===== src/rtl/game_tick_gen.sv =====
// Multi-channel programmable game-tick generator: per-channel tick strobe, square-wave toggle
// and sticky pending/overrun flags, with free-run, frame-sync, one-shot and stopped modes.
module game_tick_gen #(
    parameter int unsigned NUM_CH         = 2,
    parameter int unsigned CNT_W          = 32,
    parameter int unsigned DEFAULT_PERIOD = 10000000,
    parameter int unsigned MIN_PERIOD     = 2,
    parameter int unsigned SPEED_STEP     = 1000,
    parameter int unsigned CH_W           = (NUM_CH > 1) ? $clog2(NUM_CH) : 1
) (
    input  logic              clock,
    input  logic              reset,
    input  logic              screen_end,
    input  logic              cfg_we,
    input  logic [CH_W-1:0]   cfg_ch,
    input  logic [CNT_W-1:0]  cfg_period,
    input  logic [1:0]        cfg_mode,
    input  logic [NUM_CH-1:0] speedup,
    input  logic [NUM_CH-1:0] ack,
    output logic [NUM_CH-1:0] tick,
    output logic [NUM_CH-1:0] toggle,
    output logic [NUM_CH-1:0] pending,
    output logic [NUM_CH-1:0] overrun
);

    typedef enum logic [1:0] {
        ModeStop    = 2'b00,
        ModeFree    = 2'b01,
        ModeFrame   = 2'b10,
        ModeOneShot = 2'b11
    } mode_e;

    localparam logic [CNT_W-1:0] DefPeriod = CNT_W'(DEFAULT_PERIOD);
    localparam logic [CNT_W-1:0] MinPeriod = CNT_W'(MIN_PERIOD);
    localparam logic [CNT_W-1:0] StepSize  = CNT_W'(SPEED_STEP);
    localparam logic [CNT_W-1:0] StepFloor = CNT_W'(MIN_PERIOD + SPEED_STEP);
    localparam logic [CNT_W-1:0] One       = CNT_W'(1);

    logic [CNT_W-1:0] cnt_q    [NUM_CH];
    logic [CNT_W-1:0] cnt_d    [NUM_CH];
    logic [CNT_W-1:0] period_q [NUM_CH];
    logic [CNT_W-1:0] period_d [NUM_CH];
    mode_e            mode_q   [NUM_CH];
    mode_e            mode_d   [NUM_CH];
    logic [NUM_CH-1:0] fire;
    logic [NUM_CH-1:0] at_end;

    always_comb begin
        fire   = '0;
        at_end = '0;
        for (int unsigned c = 0; c < NUM_CH; c++) begin
            cnt_d[c]    = cnt_q[c];
            period_d[c] = period_q[c];
            mode_d[c]   = mode_q[c];
            // >= rather than == so a speed-up below the current count wraps on the next edge
            at_end[c]   = (cnt_q[c] >= period_q[c] - One);

            unique case (mode_q[c])
                ModeFree, ModeOneShot: begin
                    if (at_end[c]) begin
                        cnt_d[c] = '0;
                        fire[c]  = 1'b1;
                        if (mode_q[c] == ModeOneShot) mode_d[c] = ModeStop;
                    end else begin
                        cnt_d[c] = cnt_q[c] + One;
                    end
                end
                ModeFrame: begin
                    if (screen_end) begin
                        if (at_end[c]) begin
                            cnt_d[c] = '0;
                            fire[c]  = 1'b1;
                        end else begin
                            cnt_d[c] = cnt_q[c] + One;
                        end
                    end
                end
                default: ;
            endcase

            if (speedup[c] && period_q[c] >= MinPeriod) begin
                period_d[c] = (period_q[c] >= StepFloor) ? period_q[c] - StepSize : MinPeriod;
            end

            if (cfg_we && cfg_ch == CH_W'(c)) begin
                period_d[c] = (cfg_period == '0) ? One : cfg_period;
                mode_d[c]   = mode_e'(cfg_mode);
                cnt_d[c]    = '0;
                fire[c]     = 1'b0;
            end
        end
    end

    always_ff @(posedge clock) begin
        if (reset) begin
            for (int unsigned c = 0; c < NUM_CH; c++) begin
                cnt_q[c]    <= '0;
                period_q[c] <= DefPeriod;
                mode_q[c]   <= ModeFree;
            end
            tick    <= '0;
            toggle  <= '0;
            pending <= '0;
            overrun <= '0;
        end else begin
            for (int unsigned c = 0; c < NUM_CH; c++) begin
                cnt_q[c]    <= cnt_d[c];
                period_q[c] <= period_d[c];
                mode_q[c]   <= mode_d[c];
            end
            tick    <= fire;
            toggle  <= toggle ^ fire;
            pending <= fire | (pending & ~ack);
            // a tick landing on an ack'd cycle is not an overrun
            overrun <= (fire & pending & ~ack) | (overrun & ~ack);
        end
    end

endmodule


===== config.mk =====
export PLATFORM = sky130hd
export DESIGN_NAME = game_tick_gen
export DESIGN_NICKNAME = d
export VERILOG_FILES = /design/src/rtl/game_tick_gen.sv
export SDC_FILE = /design/constraint.sdc
export NUM_CORES = 1
export LEC_CHECK = 0
export CAP_MARGIN = 10
export CORE_MARGIN = 5
export CORE_UTILIZATION = 55
export DETAILED_ROUTE_END_ITERATION = 8
export MAX_ROUTING_LAYER = met4
export PLACE_DENSITY = 0.81
export RECOVER_POWER = 25
export SLEW_MARGIN = 20
export SYNTH_ARGS = -nofsm -noshare
export SYNTH_HDL_FRONTEND = slang
export SYNTH_SLANG_ARGS = --single-unit

===== constraint.sdc =====
create_clock -name clock -period 4.2 [get_ports clock]
set_input_delay 0.42 -clock clock [delete_from_list [all_inputs] [get_ports clock]]
set_output_delay 0.42 -clock clock [all_outputs]
set_load 0.02 [all_outputs]

==> flow_metrics.tcl <==
set metrics [dict create \
    p_int_mw 2.57 \
    pwr-share-seq 0.409 \
    synth_edf_count 0 \
    cp-end-kind "flop" \
    peakVddDrop_mv 0.303 \
    grt_overflow 0 \
    grtUsageMet2 0.420 \
    tightestPinTransition_ns 1.01 \
    die_area_mm2 0.0202 \
    setup_viol 0 \
    placed_cell_area_mm2 0.0106 \
    ys_types 68 \
    grt_max_degree 52 \
    relSlewSlack 0.322 \
    synth_fp_nets 1367 \
    clk_latency_ns 0.42 \
    clock_sinks 140 \
    comb_power_share 0.163 \
    grt_usage 0.280 \
    final_hold_viol_count 0 \
    clockBufferDepth 2 \
    switching_share 0.277 \
    grt_setup_unrepaired "true" \
    critPathKind "flop to flop" \
    design.portCount 51 \
    cp.arrival_ns 4.44 \
    cp_max_fo 31 \
    cts_tree "built" \
    routabilityCongestion 1.01 \
    drtIter0Drc 939 \
    timing.final.max_slew_violations 0 \
    clkPwrFrac 0.428 \
    grt_pass1_wl_mm 45.2 \
    ys_ff_latch 140 \
    finalCriticalPeriod_ns 4.08 \
    area_growth_syn_to_layout_pct 17.0 \
    syn_area_mm2 0.00962 \
    post-route-drc-count 0 \
    dieHeight_um 142 \
    core_area_mm2 0.0172 \
    fmax_mhz 245 \
    top_usage_layer "met2" \
    critPathLaunchType "flop" \
    met3_usage 0.0679 \
    grt_pass1_vias 9240 \
    ys.flop_type "dfxtp_1" \
    num_rows 48 \
    status "finished clean" \
    vias_per_cell 6.22 \
    cellPowerDensity_mw_per_mm2 315 \
    synthCells 1248 \
    power_mw 3.55 \
    clock_skew_ns 0.00696 \
    wl_per_cell_um 17.5 \
    firstDrtPassIters 8 \
    synth_area_per_cell_um2 7.71 \
    grtUsageMet1 0.374 \
    final_area_mm2 0.0113 \
    drive_gt1_frac 0.0892 \
    start_util 0.558 \
    cap_viol_max_count 0 \
    finalNonFillerCells 1548 \
    finalNetCount 1429 \
    switching_power_mw 0.982 \
    min_path_type "primary input to flop" \
    h-tree-depth 4 \
    routed_wl_mm 27.2 \
    seq_area_frac_synth 0.291 \
    root_buffer "clkbuf_16" \
    antenna_left 0 \
    power_leakage_nw 4.38 \
    port_buffers 50 \
    dpl_worst_slack_ns 0.0646 \
    finalCritPeriodShare 0.972 \
    place_hpwl_mm 19.9 \
    placed_cells 1511 \
    layout_setup_ws_ns 0.116 \
    yosys_warnings 0 \
    antenna-diode-count 0 \
    cts.clk_slew.worst_paths_ns 0.06 \
    numCtsBuffers 17 \
    reg2reg_depth 15 \
    hold_depth 2 \
    worst_ep_required_time_ns 4.56 \
    antenna_found_initial 0 \
    vias 9626 \
    async_reset_ff_frac 0 \
    die_x_um 142 \
]
layout make-up:
type,instances,area (µm²)
clock buffers,25,505
multi-input cells,1004,6490
inverters,36,135
clock inverters,7,85.1
fillers,1402,5980
repair buffers,111,960
well taps,225,282
flip-flops and latches,140,2810
state kept, by name (all words and copies together), names as in the netlist:
name	count
period_q	64
toggle	2
pending	2
cnt_q	64
tick	2
overrun	2
mode_q	4
path summary, 6_finish.rpt:
kind              slack (ns)       startpoint        endpoint
setup / recovery        0.12  period_q[0][17]    cnt_q[0][29]
hold reg to reg         0.47       overrun[1]      overrun[1]
hold / removal          0.46            reset  period_q[0][2]
setup reg to reg        0.12  period_q[0][17]    cnt_q[0][29]
layout by cell type, fill, tap and decap left out, types with 4 or more instances in the layout:
master / instances
dfxtp_1: 138
dlygate4sd3_1: 8
a221o_1: 10
a21oi_1: 61
clkbuf_8: 5
a21o_1: 13
clkbuf_16: 17
xor2_1: 70
a222oi_1: 4
nand3_1: 56
nand2_1: 122
a211oi_1: 6
and3_1: 26
or4_1: 7
buf_4: 52
nand4_1: 35
clkinv_2: 5
or3_1: 13
o31a_1: 6
nor4_1: 34
o211ai_1: 11
clkbuf_1: 9
o21a_1: 4
ha_1: 76
nor2b_1: 4
o311ai_0: 4
nor3_1: 36
xnor2_1: 63
nand2b_1: 7
o21ai_0: 56
a221oi_1: 12
and2_1: 6
inv_1: 36
nor3_2: 8
clkdlybuf4s50_1: 41
and4_1: 8
a31oi_1: 6
o31ai_1: 4
nor2_1: 173
a22oi_1: 7
power groups by stage:
stage | combinational (mW) | clock [mW] | sequential [mW]
after floorplan | 0.380 | 0 | 1.44
after global placement | 0.539 | 0 | 1.47
after detailed placement | 0.554 | 0 | 1.47
after CTS | 0.563 | 1.52 | 1.45
after global routing | 0.639 | 1.59 | 1.46
final | 0.578 | 1.52 | 1.45
critical path, stage by stage (launching register included):
cell     delay, ns
dfxtp_1       0.32
or4_4         0.53
or4_4         0.44
or4_4         0.51
nor2_4        0.10
xnor2_1       0.08
ha_1          0.33
a21o_1        0.19
a21o_1        0.17
a221o_1       0.35
a211o_1       0.27
a31oi_4       0.19
buf_6         0.15
o21ai_2       0.07
buf_12        0.17
nor2_2        0.13
logic make-up (layout without fill, tap and decap cells):
group | after synthesis | in the layout | share of synthesized area
XOR/XNOR | 133 | 133 | 0.121
adder cells (fa/ha/maj) | 76 | 76 | 0.0989
buffers and inverters | 104 | 179 | 0.0428
multiplexers | 3 | 3 | 0.00325
AND/OR/NAND/NOR | 559 | 559 | 0.281
AO/OA/AOI/OAI | 233 | 233 | 0.161
flip-flops | 140 | 140 | 0.291
timing repair:
item	in CTS	in global routing
setup buffers	0	5
gates resized for setup	0	23
hold buffers	0	0
setup endpoints to repair	0	76
cell usage after synthesis (3+ instances only):
| cell | instances | area, µm² |
|---|---|---|
| a22oi_1 | 7 | 52.6 |
| or4b_2 | 3 | 30.0 |
| and4_1 | 8 | 70.1 |
| a21o_1 | 13 | 97.6 |
| a211oi_1 | 7 | 52.6 |
| and2_1 | 6 | 37.5 |
| or2_2 | 3 | 18.8 |
| or4_1 | 9 | 67.6 |
| or3_1 | 14 | 87.6 |
| inv_1 | 36 | 135 |
| nand4_1 | 35 | 219 |
| o21ai_0 | 59 | 295 |
| ha_1 | 76 | 951 |
| o31a_1 | 6 | 52.6 |
| a21oi_1 | 61 | 305 |
| nor3_1 | 44 | 220 |
| nand3_1 | 56 | 280 |
| nand2_1 | 122 | 458 |
| dfxtp_1 | 140 | 2800 |
| buf_2 | 5 | 25.0 |
| nor2_1 | 176 | 661 |
| a222oi_1 | 4 | 40.0 |
| and3_1 | 26 | 163 |
| nor4_1 | 34 | 213 |
| clkbuf_1 | 59 | 221 |
| o311ai_0 | 4 | 35.0 |
| a221o_1 | 10 | 100 |
| o21a_1 | 4 | 30.0 |
| nor2b_1 | 5 | 31.3 |
| nand2b_1 | 7 | 43.8 |
| o211ai_1 | 11 | 82.6 |
| xor2_1 | 70 | 613 |
| xnor2_1 | 63 | 552 |
| o31ai_1 | 3 | 22.5 |
| a31oi_1 | 7 | 43.8 |
| a221oi_1 | 12 | 105 |
| nor4b_1 | 3 | 26.3 |
stage by stage:
step	TNS (ns)	util	hold slack, ns
floorplan	0	-	0.463
detailed placement	0	0.614	0.451
global route	-0.0748	0.653	0.492
global placement	0	0.614	0.444
CTS	0	0.649	0.458
finish	0	0.653	0.460
metal layers:
layer / wire, µm / vias to the layer above
li1: - / 4610
met5: 0 / -
met4: 562 / 0
met2: 12200 / 436
met3: 2480 / 60
met1: 11900 / 4520
Note: power is estimated with default switching activity, not from simulation.
